--- src/rtl/music_box_recording_playback.sv ---
// Playback stage: prefetches recorded 8-bit samples from SDRAM and streams them out on each sample tick.
// Optional MUSICBOX_PLAYBACK_LOOP_EN: wrap to address 0 and play forever instead of finishing after one pass.
module music_box_recording_playback #(
  parameter logic [4:0]  PLAY_STATE   = 5'd5,
  parameter int unsigned SAMPLE_COUNT = 110250,
  parameter int unsigned FIFO_DEPTH   = 4
) (
  input  logic        clock_50Mhz,
  input  logic        reset,
  input  logic [4:0]  mainState,
  input  logic        sample_tick,
  output logic        stateComplete,
  output logic [7:0]  audio_sample,
  output logic        audio_valid,
  output logic [31:0] debugString,
  output logic [24:0] sdram_inputAddress,
  output logic [15:0] sdram_writeData,
  input  logic [15:0] sdram_readData,
  output logic        sdram_isWriting,
  output logic        sdram_inputValid,
  input  logic        sdram_outputValid,
  input  logic        sdram_recievedCommand,
  input  logic        sdram_isBusy
);

`ifdef MUSICBOX_PLAYBACK_LOOP_EN
  localparam bit LOOP_EN = 1'b1;
`else
  localparam bit LOOP_EN = 1'b0;
`endif

  localparam int unsigned CNT_W = 17;
  localparam int unsigned PTR_W = $clog2(FIFO_DEPTH);
  localparam logic [CNT_W-1:0] TOTAL = CNT_W'(SAMPLE_COUNT);
  localparam logic [CNT_W-1:0] LAST  = CNT_W'(SAMPLE_COUNT - 1);
  localparam logic [PTR_W:0]   FULL  = (PTR_W+1)'(FIFO_DEPTH);
  localparam logic [7:0]       MIDSCALE = 8'd128;

  typedef enum logic [1:0] {S_IDLE, S_PREFETCH, S_PLAY, S_DONE} state_t;

  state_t           r_state;
  logic [7:0]       r_fifo [FIFO_DEPTH];
  logic [PTR_W-1:0] r_wr_ptr;
  logic [PTR_W-1:0] r_rd_ptr;
  logic [PTR_W:0]   r_count;
  logic [CNT_W-1:0] r_read_addr;
  logic [CNT_W-1:0] r_played;
  logic [15:0]      r_underrun;
  logic             r_req;
  logic             r_inflight;
  logic             r_valid;
  logic             r_complete;
  logic [7:0]       r_sample;
  logic [24:0]      r_addr_out;

  logic             w_exit;
  logic             w_active;
  logic             w_more;
  logic             w_push;
  logic             w_tick;
  logic             w_pop;
  logic             w_can_req;
  logic             w_reads_done;
  logic [CNT_W-1:0] w_addr_next;
  logic [CNT_W-1:0] w_played_next;
  logic             w_unused;

  assign w_exit        = reset || (mainState != PLAY_STATE);
  assign w_active      = (r_state == S_PREFETCH) || (r_state == S_PLAY);
  assign w_more        = LOOP_EN || (r_read_addr < TOTAL);
  assign w_push        = w_active && r_inflight && sdram_outputValid;
  assign w_tick        = (r_state == S_PLAY) && sample_tick && (LOOP_EN || (r_played != TOTAL));
  assign w_pop         = w_tick && (r_count != '0);
  // One read in flight at a time, so a free slot only needs checking while idle.
  assign w_can_req     = w_active && !r_req && !r_inflight && (r_count < FULL) && w_more && !sdram_isBusy;
  assign w_reads_done  = !LOOP_EN && (r_read_addr == TOTAL) && !r_req && !r_inflight;
  assign w_addr_next   = (LOOP_EN && (r_read_addr == LAST)) ? '0 : r_read_addr + CNT_W'(1);
  assign w_played_next = (LOOP_EN && (r_played == LAST)) ? '0 : r_played + CNT_W'(1);
  assign w_unused      = ^sdram_readData[15:8];

  always_ff @(posedge clock_50Mhz) begin
    if (w_push && !w_exit) r_fifo[r_wr_ptr] <= sdram_readData[7:0];
  end

  always_ff @(posedge clock_50Mhz) begin
    if (w_exit) begin
      r_state     <= S_IDLE;
      r_wr_ptr    <= '0;
      r_rd_ptr    <= '0;
      r_count     <= '0;
      r_read_addr <= '0;
      r_played    <= '0;
      r_underrun  <= '0;
      r_req       <= 1'b0;
      r_inflight  <= 1'b0;
      r_valid     <= 1'b0;
      r_complete  <= 1'b0;
      r_sample    <= MIDSCALE;
      r_addr_out  <= '0;
    end else begin
      r_valid <= 1'b0;

      if (w_push) r_wr_ptr <= r_wr_ptr + PTR_W'(1);
      if (w_pop)  r_rd_ptr <= r_rd_ptr + PTR_W'(1);
      r_count <= r_count + (PTR_W+1)'(w_push) - (PTR_W+1)'(w_pop);

      // Request stays asserted with a stable address until the controller accepts it.
      if (w_can_req) begin
        r_req      <= 1'b1;
        r_addr_out <= 25'(r_read_addr);
      end else if (r_req && sdram_recievedCommand) begin
        r_req       <= 1'b0;
        r_inflight  <= 1'b1;
        r_read_addr <= w_addr_next;
      end
      if (w_push) r_inflight <= 1'b0;

      // Starved ticks still pulse valid but repeat the previous sample.
      if (w_tick) begin
        r_valid <= 1'b1;
        if (w_pop) begin
          r_sample <= r_fifo[r_rd_ptr];
          r_played <= w_played_next;
        end else if (r_underrun != 16'hFFFF) begin
          r_underrun <= r_underrun + 16'd1;
        end
      end

      case (r_state)
        S_IDLE:     r_state <= S_PREFETCH;
        S_PREFETCH: if ((r_count == FULL) || w_reads_done) r_state <= S_PLAY;
        S_PLAY: begin
          if (!LOOP_EN && (r_played == TOTAL)) begin
            r_state    <= S_DONE;
            r_complete <= 1'b1;
            r_sample   <= MIDSCALE;
          end
        end
        S_DONE: begin
          r_complete <= 1'b1;
          r_sample   <= MIDSCALE;
        end
        default: r_state <= S_IDLE;
      endcase
    end
  end

  assign stateComplete      = r_complete;
  assign audio_sample       = r_sample;
  assign audio_valid        = r_valid;
  assign debugString        = {r_underrun, r_played[15:0]};
  assign sdram_inputAddress = r_addr_out;
  assign sdram_inputValid   = r_req;
  assign sdram_writeData    = 16'd0;
  assign sdram_isWriting    = 1'b0;

endmodule

--- config.mk ---
export PLATFORM = sky130hd
export DESIGN_NAME = music_box_recording_playback
export DESIGN_NICKNAME = d
export VERILOG_FILES = /design/src/rtl/music_box_recording_playback.sv
export SDC_FILE = /design/constraint.sdc
export NUM_CORES = 1
export LEC_CHECK = 0
export BUFFER_PORTS_ARGS = -buffer_cell sky130_fd_sc_hd__buf_2
export CORE_ASPECT_RATIO = 0.6
export CORE_UTILIZATION = 55
export CTS_CLUSTER_DIAMETER = 80
export CTS_CLUSTER_SIZE = 28
export DETAILED_ROUTE_END_ITERATION = 16
export GPL_TIMING_DRIVEN = 0
export PLACE_DENSITY = 0.86
export SLEW_MARGIN = 20
export SYNTH_ARGS = -nofsm -noshare
export SYNTH_HDL_FRONTEND = slang
export SYNTH_SLANG_ARGS = --single-unit
export TNS_END_PERCENT = 20
--- constraint.sdc ---
create_clock -name clock_50Mhz -period 3.48 [get_ports clock_50Mhz]
set_input_delay 0.348 -clock clock_50Mhz [delete_from_list [all_inputs] [get_ports clock_50Mhz]]
set_output_delay 0.348 -clock clock_50Mhz [all_outputs]
set_load 0.005 [all_outputs]
==> run summary <==
The run finished with clean final reports. The total die area came out at between 10000 and 15000 sq um. Of all nets on the critical path, the largest fanout is 10.

The number of CTS-inserted buffers is 17. Final hold analysis gives a worst-case slack of about 0.15 ns. The critical path capture point type is a flip-flop. The height of the chip came out at about 81 um. Dividing the detail-routed via count by the number of cells gives ~5.7.

The cell-internal power is around 2400 uW. In the synthesized netlist, the number of instances is between 500 and 600. After synthesis, the largest family of logic cells by area is simple AND/OR/NAND/NOR gates.

The core region is between 9000 and 10000 sq um. The via count of the first global-routing pass is 4531. Setup violations remaining at the end of the flow were counted as 0. The switching component of the power came out at roughly 710 uW. In this run the critical register-to-register path is captured at r_count[2]$_SDFF_PP0_. The antenna diode instance count is 0. The sequential share of power came out at 0.468.

The max-slew violation count is 0. The total negative setup slack is 0 ns. The critical path data required time came out at 3.76 ns. The smallest setup slack after layout came out at ~0.12 ns. The number of antenna-violating nets in the routed design is 0. The slack of the worst reg-to-reg path is between 0.1 and 0.15 ns.

After floorplanning, the core was divided into 28 placement rows. Input and output buffers added on the ports amount to 78. The portion of total power attributed to combinational logic is 0.016.

The starting utilization of the core area came out at 0.575. Summing all multi-input logic gate instances after layout gives 2560 sq um. The path class of the tightest hold or removal check is in2reg. The CTS clock-pin slew for the worst setup and hold paths came out at about 0.060 ns. Of the total synthesized cell area, the portion taken by XOR and XNOR cells is 0.0336. The maximum VDD drop came out at approximately 0.39 mV. The number of hold-slack violations in the final timing report came out at 0. The filler cell count is 756.

The fraction of the mapped netlist area in compound gates came out at 0.137. The placed instances occupy a cell area of between 6000 and 7000 sq um. In the final routed layout, each cell accounts on average for roughly 16 um. The library cell used as clock root buffer is clkbuf_16. The sequential cell area in the final layout came out at approximately 2800 sq um. Data arrives at the worst endpoint at between 3 and 4 ns. STA classifies the critical path startpoint as a flip-flop. The tool flagged a number of max-cap violations equal to 0. The number of sinks handled by clock tree synthesis is 122. The actual slew at the worst max-slew pin came out at about 0.92 ns. The number of DRC markers in iteration 0 is 397.

Derived from the worst setup path, the maximum achievable clock frequency is just under 0.3 GHz. The total global routing overflow is 0. The register bit count reported by yosys came out at approximately 120. The overall via count from detail_route came out at 4954. The most critical setup path has its endpoint at r_count[2]$_SDFF_PP0_. The HPWL after detailed placement came out at 9.83 mm. The initial antenna violation count came out at 0. The TritonCTS clock tree is yes. The critical setup path kind is reg2reg. The share of synthesized cell area in and, or, nand and nor gates is 0.189. For this run, the total global-route usage over all layers was measured as 0.267.

The growth of design area from synthesis to finish is 21.4%. The register area share after synthesis is 0.481. The reported leakage power is about 0.0025 uW. The share of total power in the clock network came out at 0.516. The first global-routing pass estimated ~22 mm of wire.

The worst reg2reg path depth is 12. The total wire length after detailed routing came out at 13.9 mm. The share of final-layout standard cells stronger than drive strength 1 came out at 0.248. The switching part of the total power came out at 0.229. The number of buffers inserted for hold repair after clock tree synthesis came out at 0. The headroom to the max-slew limit came out at 0.382. In this run the cell area of the synthesized design comes to 5740 sq um. The number of top-level design ports is ~110.

Along the worst hold path, the cell count comes to 1. Entering global routing, the biggest net connects 17 pins. The utilization after layout came out at 0.698.

The die width came out at between 100 and 150 um. In this run the worst setup path begins at r_played[2]$_SDFFE_PP0P_. The mux share of post-synthesis cell area is 0.0331.

The final RePlAce weighted congestion is ~0.89. The number of optimization iterations in the first detailed-route pass came out at 10. The number of nets at the end of the flow came out at approximately 760. The buffer depth of the longest clock path is 2. The cell area power density came out at 446 nW/um^2. The worst setup timing slack at the placement stage came out at approximately 0.1 ns.

With fillers left out, the area of the finished cells amounts to 6970 sq um. The startpoint identified for the worst register-to-register timing path is r_played[2]$_SDFFE_PP0P_. Of the total synthesized cell area, the portion taken by full adders, half adders and majority gates is 0.0362. The number of warnings issued by yosys came out at 0. On the final layout, the worst clock skew is approximately 0.011 ns.

The worst path needs between 3 and 4 ns of the cycle, external delays included. Yosys mapped the design onto 53 distinct sky130hd cell types. A synthesized cell averages about 9.7 sq um.

The number of levels the H-tree was split into came out at 4. The number of design rule violations left after detail routing came out at 0. The insertion delay to the later sink of the worst-skew pair came out at about 0.42 ns. The final period utilization is 0.966.
-- through the flow --
stage / instances / power (uW)
after floorplan: 614 / 1520
after global placement: 827 / 1530
after detailed placement: 827 / 1530
after CTS: 859 / 3110
after global routing: 862 / 3180
final: 862 / 3110
-- layout make-up --
type                       instances  share of cell area
buffer                            71              0.0638
clock buffer                      17              0.0611
clock inverter                    15              0.0169
inverter                          18             0.00970
multi-input combinational        403               0.368
sequential                       122               0.397
tap                              135              0.0242
timing repair buffer              81              0.0593
-- routing by layer --
layer / vias to the layer above / part of all wire / global-route usage
li1: 2342 / - / -
met1: 2357 / 0.43 / 0.344
met2: 222 / 0.48 / 0.425
met3: 33 / 0.073 / 0.0655
met4: 0 / 0.020 / 0.131
met5: - / 0 / 0
-- cells in the mapped netlist (all sizes together) --
| cell type | count | area share |
|---|---|---|
| nor2 | 38 | 0.026 |
| and3b | 2 | 0.0031 |
| clkbuf | 21 | 0.014 |
| nor4b | 2 | 0.0031 |
| fa | 1 | 0.0035 |
| and2 | 4 | 0.0044 |
| ha | 15 | 0.033 |
| xnor2 | 12 | 0.018 |
| o31ai | 16 | 0.021 |
| o2111ai | 2 | 0.0031 |
| o211ai | 7 | 0.012 |
| nor3 | 3 | 0.0026 |
| a21oi | 62 | 0.054 |
| mux2i | 1 | 0.0017 |
| nor4bb | 2 | 0.0035 |
| or4 | 20 | 0.027 |
| inv | 18 | 0.012 |
| a211oi | 6 | 0.0096 |
| nor2b | 1 | 0.0011 |
| o21a | 2 | 0.0026 |
| nor4 | 3 | 0.0033 |
| o21ai | 32 | 0.029 |
| a311oi | 1 | 0.0015 |
| and4 | 5 | 0.0076 |
| or3 | 12 | 0.013 |
| xor2 | 10 | 0.015 |
| nand2 | 37 | 0.024 |
| nand3b | 2 | 0.0026 |
| a21bo | 1 | 0.0017 |
| nand4 | 12 | 0.013 |
| mux4 | 8 | 0.031 |
| buf | 50 | 0.064 |
| dfxtp | 90 | 0.31 |
| a211o | 1 | 0.0015 |
| nand3 | 39 | 0.034 |
| or4b | 1 | 0.0017 |
| edfxtp | 32 | 0.17 |
| nand4b | 2 | 0.0031 |
| nand2b | 3 | 0.0033 |
| or2 | 1 | 0.0011 |
| conb | 1 | 0.00065 |
| and3 | 10 | 0.011 |
| a31oi | 2 | 0.0022 |
-- state kept, by name, summed over array words and instances, names as in the netlist, 2 cells and up, named ones only --
signal and flops:
r_count 3, r_wr_ptr 2, r_state 2, audio_sample 8, sdram_inputAddress 17, r_underrun 16
r_fifo 32, r_rd_ptr 2, r_played 17, r_read_addr 17
-- repair_timing --
action | in CTS | in global routing
buffers inserted | 0 | 3
gates resized for setup | 0 | 4
endpoints found under the setup margin | 0 | 1
-- worst min-delay path by stage --
stage / to / slack, ns / start
finish: r_fifo[0][4]$_DFFE_PP_ / 0.15 / sdram_readData[4]
global placement: audio_sample[2]$_SDFF_PP0_ / 0.45 / audio_sample[2]$_SDFF_PP0_
global route: r_fifo[2][3]$_DFFE_PP_ / 0.14 / sdram_readData[3]
CTS: r_fifo[2][4]$_DFFE_PP_ / 0.13 / sdram_readData[4]
floorplan: r_fifo[0][0]$_DFFE_PP_ / 0.45 / sdram_readData[0]
detailed placement: audio_sample[5]$_SDFF_PP0_ / 0.45 / audio_sample[5]$_SDFF_PP0_
-- critical path, stage by stage, from the launching register on --
cell and delay [ns]:
dfxtp_2 0.36, or4b_1 0.55, or4_4 0.60, o211ai_4 0.26, inv_2 0.10, buf_6 0.15, ha_1 0.27, inv_1 0.04
ha_1 0.18, fa_2 0.35, xnor2_2 0.14, xnor2_1 0.18, nor2_1 0.05
-- cells by family (layout without fill, tap and decap cells) --
kind of cell / after synthesis / count (layout)
adders and majority gates: 16 / 16
DFF: 122 / 122
and+or+nand+nor: 199 / 199
muxes: 9 / 9
AOI/OAI and AO/OA: 132 / 132
xor gates and xnor gates: 22 / 22
buffers and inverters: 89 / 202
other: 1 / 25
-- cell usage in the layout, fill, tap and decap left out, drive strengths merged, types with 15 or more instances in the layout --
master  synthesis  layout
buf            50     131
dfxtp          90      90
a21oi          62      62
nand3          39      39
nor2           38      38
clkbuf         21      38
nand2          37      37
edfxtp         32      32
o21ai          32      32
conb            1      25
inv            18      22
or4            20      20
o31ai          16      16
ha             15      15
-- power groups by stage --
stage                     Combinational (uW)  Sequential, uW  Clock [uW]
after global placement                  47.2            1490           0
after detailed placement                49.0            1490           0
after floorplan                         31.2            1490           0
final                                   51.2            1450        1600
after CTS                               49.1            1450        1610
after global routing                    56.3            1450        1670
(Power assumes the default switching activity.)
